## src/rtl/demap_mode_sched.sv

```systemverilog
// Frame sequencer and QAM/QPSK mode controller ahead of the symbol demapper.
// Optional build macro DEMAP_MODE_HYST_EN: a mode switch needs two consecutive qualifying frames.
module demap_mode_sched #(
    parameter int unsigned N_SC   = 52,
    parameter int unsigned N_SYM  = 8,
    parameter int unsigned ERR_HI = 16,
    parameter int unsigned ERR_LO = 2,
    parameter int unsigned ERRW   = 16
) (
    input  logic            CLK_I,
    input  logic            RST_I,
    input  logic            CYC_I,
    input  logic            STB_I,
    input  logic            WE_I,
    output logic            ACK_O,
    input  logic [3:0]      DAT_I,
    output logic            CYC_O,
    output logic            STB_O,
    output logic            WE_O,
    input  logic            ACK_I,
    output logic [3:0]      DAT_O,
    output logic            QAM,
    output logic            QPSK,
    output logic            PIL_O,
    input  logic            ERR_V_I,
    input  logic            ERR_I,
    input  logic            FORCE_EN,
    input  logic            FORCE_QAM,
    output logic            FRM_DONE,
    output logic [ERRW-1:0] ERR_CNT
);

    localparam int unsigned SCW  = $clog2(N_SC);
    localparam int unsigned SYMW = (N_SYM > 1) ? $clog2(N_SYM) : 1;

    typedef enum logic [1:0] {IDLE, RUN, DRAIN, EVAL} state_t;

    state_t            r_state;
    logic [SCW-1:0]    r_sc_cnt;
    logic [SYMW-1:0]   r_sym_cnt;
    logic [ERRW-1:0]   r_frame_err;
    logic [2:0]        r_quiet;
`ifdef DEMAP_MODE_HYST_EN
    logic              r_pend;
`endif

    logic w_halt;
    logic w_pilot;
    logic w_sc_wrap;
    logic w_last_sym;
    logic w_err_hit;
    logic w_flushed;
    logic w_switch;

    assign w_halt     = STB_O & ~ACK_I;
    assign ACK_O      = CYC_I & STB_I & WE_I & ~w_halt & (r_state == RUN);
    assign WE_O       = STB_O;
    assign w_pilot    = (r_sc_cnt == SCW'(5))  | (r_sc_cnt == SCW'(19)) |
                        (r_sc_cnt == SCW'(30)) | (r_sc_cnt == SCW'(44));
    assign w_sc_wrap  = (r_sc_cnt == SCW'(N_SC - 1));
    assign w_last_sym = (r_sym_cnt == SYMW'(N_SYM - 1));
    assign w_err_hit  = ERR_V_I & ERR_I & (r_state != EVAL);
    // Demapper pipeline is considered flushed once ERR_V_I has been quiet for 4 cycles.
    assign w_flushed  = ~STB_O & (r_quiet == 3'd4);
    assign w_switch   = (QAM  & (r_frame_err > ERRW'(ERR_HI))) |
                        (QPSK & (r_frame_err < ERRW'(ERR_LO)));

    always_ff @(posedge CLK_I) begin
        if (RST_I) begin
            r_state     <= IDLE;
            r_sc_cnt    <= '0;
            r_sym_cnt   <= '0;
            r_frame_err <= '0;
            r_quiet     <= '0;
            CYC_O       <= 1'b0;
            STB_O       <= 1'b0;
            DAT_O       <= '0;
            QAM         <= 1'b1;
            QPSK        <= 1'b0;
            PIL_O       <= 1'b0;
            FRM_DONE    <= 1'b0;
            ERR_CNT     <= '0;
`ifdef DEMAP_MODE_HYST_EN
            r_pend      <= 1'b0;
`endif
        end else begin
            PIL_O    <= 1'b0;
            FRM_DONE <= 1'b0;

            if (ERR_V_I)
                r_quiet <= '0;
            else if (r_quiet != 3'd4)
                r_quiet <= r_quiet + 3'd1;

            if (w_err_hit && (r_frame_err != '1))
                r_frame_err <= r_frame_err + ERRW'(1);

            // Pilots are swallowed; data beats are forwarded one cycle later.
            if (ACK_O && !w_pilot) begin
                STB_O <= 1'b1;
                DAT_O <= DAT_I;
            end else if (ACK_I) begin
                STB_O <= 1'b0;
            end
            if (ACK_O && w_pilot)
                PIL_O <= 1'b1;

`ifdef DEMAP_MODE_HYST_EN
            if (FORCE_EN)
                r_pend <= 1'b0;
`endif

            case (r_state)
                IDLE: begin
                    if (FORCE_EN) begin
                        QAM  <= FORCE_QAM;
                        QPSK <= ~FORCE_QAM;
                    end
                    if (CYC_I) begin
                        r_state   <= RUN;
                        CYC_O     <= 1'b1;
                        r_sc_cnt  <= '0;
                        r_sym_cnt <= '0;
                    end
                end
                RUN: begin
                    if (ACK_O) begin
                        if (w_sc_wrap) begin
                            r_sc_cnt  <= '0;
                            r_sym_cnt <= r_sym_cnt + SYMW'(1);
                            if (w_last_sym)
                                r_state <= DRAIN;
                        end else begin
                            r_sc_cnt <= r_sc_cnt + SCW'(1);
                        end
                    end else if (!CYC_I) begin
                        r_state <= DRAIN;
                    end
                end
                DRAIN: begin
                    if (w_flushed) begin
                        CYC_O   <= 1'b0;
                        r_state <= EVAL;
                    end
                end
                EVAL: begin
                    ERR_CNT     <= r_frame_err;
                    r_frame_err <= '0;
                    FRM_DONE    <= 1'b1;
                    if (FORCE_EN) begin
                        QAM  <= FORCE_QAM;
                        QPSK <= ~FORCE_QAM;
                    end else begin
`ifdef DEMAP_MODE_HYST_EN
                        if (w_switch) begin
                            if (r_pend) begin
                                QAM    <= ~QAM;
                                QPSK   <= ~QPSK;
                                r_pend <= 1'b0;
                            end else begin
                                r_pend <= 1'b1;
                            end
                        end else begin
                            r_pend <= 1'b0;
                        end
`else
                        if (w_switch) begin
                            QAM  <= ~QAM;
                            QPSK <= ~QPSK;
                        end
`endif
                    end
                    if (CYC_I) begin
                        r_state   <= RUN;
                        CYC_O     <= 1'b1;
                        r_sc_cnt  <= '0;
                        r_sym_cnt <= '0;
                    end else begin
                        r_state <= IDLE;
                    end
                end
                default: r_state <= IDLE;
            endcase
        end
    end

endmodule

```

## config.mk

```make
export PLATFORM = sky130hd
export DESIGN_NAME = demap_mode_sched
export DESIGN_NICKNAME = d
export VERILOG_FILES = /design/src/rtl/demap_mode_sched.sv
export SDC_FILE = /design/constraint.sdc
export NUM_CORES = 1
export LEC_CHECK = 0
export ABC_AREA = 0
export BUFFER_PORTS_ARGS = -buffer_cell sky130_fd_sc_hd__buf_4
export CAP_MARGIN = 40
export CORE_ASPECT_RATIO = 0.6
export CORE_MARGIN = 2
export CORE_UTILIZATION = 45
export DETAILED_ROUTE_END_ITERATION = 7
export PLACE_DENSITY_LB_ADDON = 0.3
export SLEW_MARGIN = 20
export SYNTH_ARGS = -nofsm -noshare
export SYNTH_HDL_FRONTEND = slang
export SYNTH_SLANG_ARGS = --single-unit
```

## constraint.sdc

```tcl
create_clock -name CLK_I -period 1.55 [get_ports CLK_I]
set_input_delay 0.0775 -clock CLK_I [delete_from_list [all_inputs] [get_ports CLK_I]]
set_output_delay 0.0775 -clock CLK_I [all_outputs]
set_load 0.05 [all_outputs]
```

==> summary.txt, run 1 <==
Run status
  – Status: complete, but fails checks
  – Failing checks: negative setup slack

Worst setup path
  – Critical path data required time: 1760 ps
  – Crit end category: flop
  – Worst-path fanout max: 5
  – Critical Path Source Type: flop
  – CP Class: flop to flop
  – Worst R2R Start: r_state[0]
  – FF-to-FF path depth: 8
  – Worst Setup SP: r_state[0]
  – Data arrival time of the worst path: 1870 ps
  – Worst setup path end: r_sc_cnt[2]
  – Crit Reg-Reg Endpoint: r_sc_cnt[2]
  – Reg2reg setup slack: -110 ps

STA
  – Relative slew margins: 0.713
  – Least-Margin Pin Slew: about 430 ps
  – Worst setup margin: -109 ps
  – Final Hold Fails: 0
  – Final Max Tran Viols: 0
  – Max Clock Freq: 603 MHz
  – Tmin final: 1660 ps
  – Setup TNS after final layout: -820 ps
  – Final worst path period share: 1.07
  – Final Setup Violations: 22
  – Setup Skew: between 9 and 10 ps
  – RSZ-0062 raised after global routing: true

Synthesis
  – Area leader, netlist: dfxtp_1
  – Syn Area/Cell: ~9.0 um2
  – Post-synth top area share: 0.404
  – Synth warnings: 0
  – Post-synth EDFFs: 0
  – Main area contributors after synthesis: dfxtp_1 40%, mux2i_1 8.6%, ha_1 6.8%, nor2_1 6.5%, xnor2_1 3.8%
  – Netlist Area Pre-Place: ~2800 um2
  – Synth top cells by count: 56 x dfxtp_1, 48 x nor2_1, 24 x mux2i_1, 17 x nand2_1, 16 x inv_1
  – Async SR Flop Fraction: 0
  – Count leader, synth: dfxtp_1
  – Number of synthesized register bits: 56
  – Synth cell types: 47
  – Post-Syn Nets: around 340
  – Top FF cell, synth: dfxtp_1
  – Syn Inst Count: 310
  – Sequential area share after synthesis: 0.404

Placement
  – DP Wirelength: ~5200 um
  – RePlAce Congestion: just under 0.9
  – Pre-CTS setup slack: -147 ps
  – Input/output buffers: 41

Die
  – Total die area: between 6000 and 7000 um2
  – Core area: ~6000 um2
  – Die X-Extent: approximately 110 um
  – Die height: approximately 65 um
  – Initial core utilization: 0.461
  – Placement Rows: 22
  – IO Count: 42

Clocking
  – CTS H-Tree Depth: 2
  – Worst-Skew Late Latency: 320 ps
  – TritonCTS clock tree: done
  – TritonCTS sink count: 56
  – Clock buffer depth: 2
  – CTS Root Cell: clkbuf_8
  – Clock-pin transition on the worst setup and hold timing paths: 90 ps
  – TritonCTS Buffers: 5

Layout
  – Layout cell share with drive strength beyond 1: 0.452
  – Layout Nets: between 400 and 500
  – Antenna Diode Count: 0
  – Area Overhead vs Synth: 48.9%

Routing
  – Metal2 WL: roughly 3300 um
  – Metal-1 WL: approximately 3600 um
  – Overall routed net length: about 7400 um
  – WL met3: 298 um
  – Initial DRC count: 85
  – Top Layer Used: met4
  – Antenna Nets Post-Route: 0
  – Wirelength per Cell: ~15 um
  – DR DRC count: 0
  – Initial DRT Pass Iterations: 5
  – Vias: roughly 2600
  – Vias/cell: ~5.2

Global route
  – Gr usage total: 0.209
  – GR Overflow Total: 0
  – Vias in the first global route: ~2300
  – Antenna violations before repair: 0
  – First-pass GRT wire length: 11400 um
  – Largest net degree at the start of global routing: 26

Power and ir drop
  – Leak: 1.73 nW
  – Power per cell area: roughly 1100 nW/um2
  – IR drop worst, VDD: about 0.74 mV

Run
  – Max Cap Viol: 0

Min path
  – Worst hold path type: input pin to flop
[through the flow]
stage / hold slack (ps) / total power [W] / instance area, um2 / utilization / std cells
after global routing: 18.1 / 0.00466 / 4140 / 0.686 / 498
after CTS: 3.32 / 0.00412 / 3890 / 0.645 / 493
after detailed placement: 295 / 0.00320 / 3680 / 0.610 / 479
after global placement: 292 / 0.00315 / 3680 / 0.610 / 479
final: 14.1 / 0.00445 / 4140 / 0.686 / 498
after floorplan: 155 / 0.00265 / 2900 / - / 310
[registers in the layout, summed over array words and instances, names as in the netlist]
name         flops
FRM_DONE         1
QPSK             1
CYC_O            1
PIL_O            1
r_sc_cnt         6
r_quiet          3
QAM              1
DAT_O            4
r_sym_cnt        3
r_state          2
ERR_CNT         16
r_frame_err     16
STB_O            1
[logic make-up after synthesis]
family / share of synthesized area
simple gates: 0.248
compound gates: 0.100
buf+inv: 0.0437
fa+ha+maj: 0.0676
xor+xnor: 0.0504
flops: 0.404
mux: 0.0865
[how the worst min path moves through the flow]
stage	to	from	cells past startpoint	slack [ps]
CTS	DAT_O[3]	DAT_I[3]	3	3
detailed placement	r_quiet[0]	ERR_V_I	2	290
floorplan	r_quiet[0]	ERR_V_I	1	150
global placement	r_quiet[0]	ERR_V_I	2	290
global route	DAT_O[3]	DAT_I[3]	3	20
finish	DAT_O[3]	DAT_I[3]	3	10
[area by class of cell]
cell class | instances | area [um2]
fill | 460 | 1890
multi-input combinational | 225 | 1880
sequential | 56 | 1140
timing repair buffer | 109 | 852
tap | 84 | 105
clock buffer | 7 | 86.3
inverter | 16 | 65.1
clock inverter | 1 | 7.51
[cells in the final DEF, fill, tap and decap left out, drive strengths merged, types with 5 or more instances in the layout]
cell type / instances
a21oi: 15
nor2b: 5
nand2: 17
xnor2: 12
dfxtp: 56
ha: 15
nand4: 9
clkbuf: 7
inv: 16
nand3: 10
o21ai: 8
nor2: 48
mux2i: 24
a211oi: 6
nor3: 13
buf: 106
[critical path, cell delays in order, from the launching register on]
cell and delay [ps]:
dfxtp_2 340, buf_4 130, inv_2 50, ha_4 280, nor2_4 40, a31oi_4 310, and3b_1 230, xnor2_1 120
nor2_1 50
[power by group]
group,internal [W],switching [W],total (W)
Clock,0.000365,0.000487,0.000852
Sequential,0.00155,0.000105,0.00166
Combinational,0.000913,0.00103,0.00194
Total,0.00283,0.00162,0.00445
[timing repair]
action / CTS / global route
pin swaps: 10 / 17
hold buffers: 3 / 0
endpoints found under the hold margin: 5 / 0
gates resized for setup: 21 / 47
setup buffers: 3 / 6
endpoints found under the setup margin: 32 / 35
[metal layers]
layer  global-route usage  up-vias
li1                     -     1290
met1                0.298     1228
met2                0.320       48
met3               0.0392        7
met4               0.0683        0
met5                    0        -
No activity file was read; power rests on OpenSTA's default activity.
==> run 2, diff against run 1 <==
--- a/config.mk
+++ b/config.mk
@@ -7,12 +7,12 @@
 export LEC_CHECK = 0
 export ABC_AREA = 0
 export BUFFER_PORTS_ARGS = -buffer_cell sky130_fd_sc_hd__buf_4
-export CAP_MARGIN = 40
+export CAP_MARGIN = 10
 export CORE_ASPECT_RATIO = 0.6
 export CORE_MARGIN = 2
 export CORE_UTILIZATION = 45
 export DETAILED_ROUTE_END_ITERATION = 7
-export PLACE_DENSITY_LB_ADDON = 0.3
+export PLACE_DENSITY_LB_ADDON = 0.15
 export SLEW_MARGIN = 20
 export SYNTH_ARGS = -nofsm -noshare
 export SYNTH_HDL_FRONTEND = slang
==> summary.txt, run 2 (same netlist as run 1, synthesis figures left out) <==
Layout
  – Final Cell Area: 4280 um2 (+3.4%)
  – Largest regs: ERR_CNT (16), r_frame_err (16), r_sc_cnt (6)
  – Layout cell share with drive strength beyond 1: 0.494 (+0.0423)
  – Antenna Diode Count: 0 (unchanged)
  – Commonest non-fill, non-tap cell in the layout: buf_4
  – Most frequent cells in the layout: 100 x buf_4, 45 x nor2_1, 41 x dfxtp_1, 24 x mux2i_1, 14 x nand2_1
  – Layout Nets: 447 (+1.1%)
  – Area Overhead vs Synth: 54.0%
  – FILL cells: 454 (-1.3%)
  – Finished Core Util: 0.709 (+0.0232)

Die
  – Placement Rows: 22 (unchanged)
  – Core area: 6030 um2 (unchanged)
  – Total die area: 6840 um2 (unchanged)
  – Die height: 64.9 um (unchanged)
  – IO Count: 42 (unchanged)
  – Die X-Extent: 105 um (unchanged)
  – Initial core utilization: 0.461 (unchanged)

Clocking
  – TritonCTS Buffers: 5 (unchanged)
  – TritonCTS clock tree: done
  – TritonCTS sink count: 56 (unchanged)
  – Clock-pin transition on the worst setup and hold timing paths: 110 ps (+20 ps)
  – CTS Root Cell: clkbuf_8
  – Worst-Skew Late Latency: 310 ps (about the same)
  – CTS H-Tree Depth: 2 (unchanged)
  – Clock buffer depth: 2 (unchanged)

Run
  – Max Cap Viol: 0 (unchanged)

STA
  – Tmin final: 1750 ps (+88.6 ps)
  – Worst setup margin: -198 ps (-88.6 ps)
  – Max Clock Freq: 572 MHz (-5.1%)
  – RSZ-0062 raised after global routing: true
  – Setup TNS after final layout: -1160 ps (-341 ps)
  – Final Hold Fails: 1 (+1)
  – Least-Margin Pin Slew: 369 ps (-58.3 ps)
  – Final Max Tran Viols: 0 (unchanged)
  – Final Setup Violations: 23 (+4.5%)
  – Worst hold slack: -1.57 ps (-15.7 ps)
  – Relative slew margins: 0.754 (+0.0411)
  – Final worst path period share: 1.13 (+0.0572)
  – Setup Skew: 5.23 ps (-4.43 ps)

Run status
  – Status: complete, but fails checks
  – Failing checks: negative hold slack, negative setup slack

Placement
  – Pre-CTS setup slack: -158 ps (-11.7 ps)
  – DP Wirelength: 5130 um (-1.2%)
  – Input/output buffers: 41 (unchanged)
  – RePlAce Congestion: 0.863 (-0.91%)
  – Placed cell area: 3700 um2 (+0.54%)

Global route
  – GR Overflow Total: 0 (unchanged)
  – Antenna violations before repair: 0 (unchanged)
  – Largest net degree at the start of global routing: 25 (-3.8%)
  – First-pass GRT wire length: 11800 um (+3.8%)
  – Gr usage total: 0.216 (+0.00680)
  – Vias in the first global route: 2479 (+6.2%)

Worst setup path
  – Critical Path Source Type: flop
  – Worst Setup SP: r_state[0]
  – Worst R2R Start: r_state[0]
  – Data arrival time of the worst path: 1960 ps (+90 ps)
  – Worst-path fanout max: 5 (unchanged)
  – Critical path data required time: 1760 ps (about the same)
  – CP Class: flop to flop
  – Reg2reg setup slack: -200 ps (-90 ps)
  – Crit end category: flop
  – FF-to-FF path depth: 8 (unchanged)

Power and ir drop
  – IR drop worst, VDD: 0.596 mV (-19%)
  – Pwr Total: 0.00456 W (+2.4%)
  – Leak: 1.77 nW (+2.8%)
  – Power per cell area: 1070 nW/um2 (-0.92%)

Min path
  – Hold path start: DAT_I[0]
  – Worst hold path type: input pin to flop
  – Min-Delay Path Depth: 3 (unchanged)

Routing
  – Vias: 2564 (-0.35%)
  – Vias/cell: 5.10 (-1.3%)
  – Initial DRT Pass Iterations: 4 (-1)
  – Initial DRC count: 107 (+26%)
  – Overall routed net length: 7440 um (+1.1%)
  – DR DRC count: 0 (unchanged)
  – Wirelength per Cell: 14.8 um (+0.11%)
  – Antenna Nets Post-Route: 0 (unchanged)
run 2: cell types whose count changed in the layout (fill, tap and decap cells not counted), moves of 3 or more:
| cell | before | now |
|---|---|---|
| nand3_2 | 1 | 5 |
| buf_6 | 7 | 11 |
| nand3_1 | 9 | 5 |
| nor3_2 | 2 | 5 |
| dfxtp_1 | 45 | 41 |
run 2: path summary, 6_finish.rpt:
kind	to
hold reg to reg	r_sym_cnt[2]
setup / recovery	r_sc_cnt[2]
setup reg to reg	r_sc_cnt[2]
hold / removal	DAT_O[0]
run 2: cell type report:
cell class                      instances  area [um2]  share of cell area
Clock inverter                          3        22.5             0.00527
Inverter                               16        70.1              0.0164
Tap cell                               84         105              0.0246
Timing Repair Buffer                  114         915               0.214
Multi-Input combinational cell        225        1940               0.454
Clock buffer                            5        68.8              0.0161
Sequential cell                        56        1150               0.270
run 2: per-layer routing:
metal	part of all wire	vias up	GRT usage
li1	-	1290	-
met4	0.0091	0	0.0400
met3	0.049	11	0.0402
met2	0.44	57	0.343
met5	0	-	0
met1	0.50	1206	0.309
run 2: critical path: stages (launching register included):
cell and delay, ps:
dfxtp_4 390, buf_12 110, inv_6 30, ha_4 290, nor2_4 40, a31oi_4 280, and3b_1 240, xnor2_1 190
nor2_1 70
run 2: per-stage QoR:
step,hold WS [ps],std cells
final,-1.57,503
after global routing,31.6,503
after CTS,3.27,494
after detailed placement,300,480
after global placement,295,480
after floorplan,155,310
run 2: where the power goes:
part / switching [W] / internal, W / total [W]
Combinational: 0.00105 / 0.00102 / 0.00207
Clock: 0.000503 / 0.000325 / 0.000828
Sequential: 0.000109 / 0.00156 / 0.00166
Total: 0.00166 / 0.00290 / 0.00456
run 2: what timing repair did:
item	CTS	global route
hold buffers	2	0
gates cloned	0	0
setup buffers	4	10
setup endpoints to repair	30	34
pin swaps	18	30
gates resized for setup	32	60
hold endpoints to repair	4	0
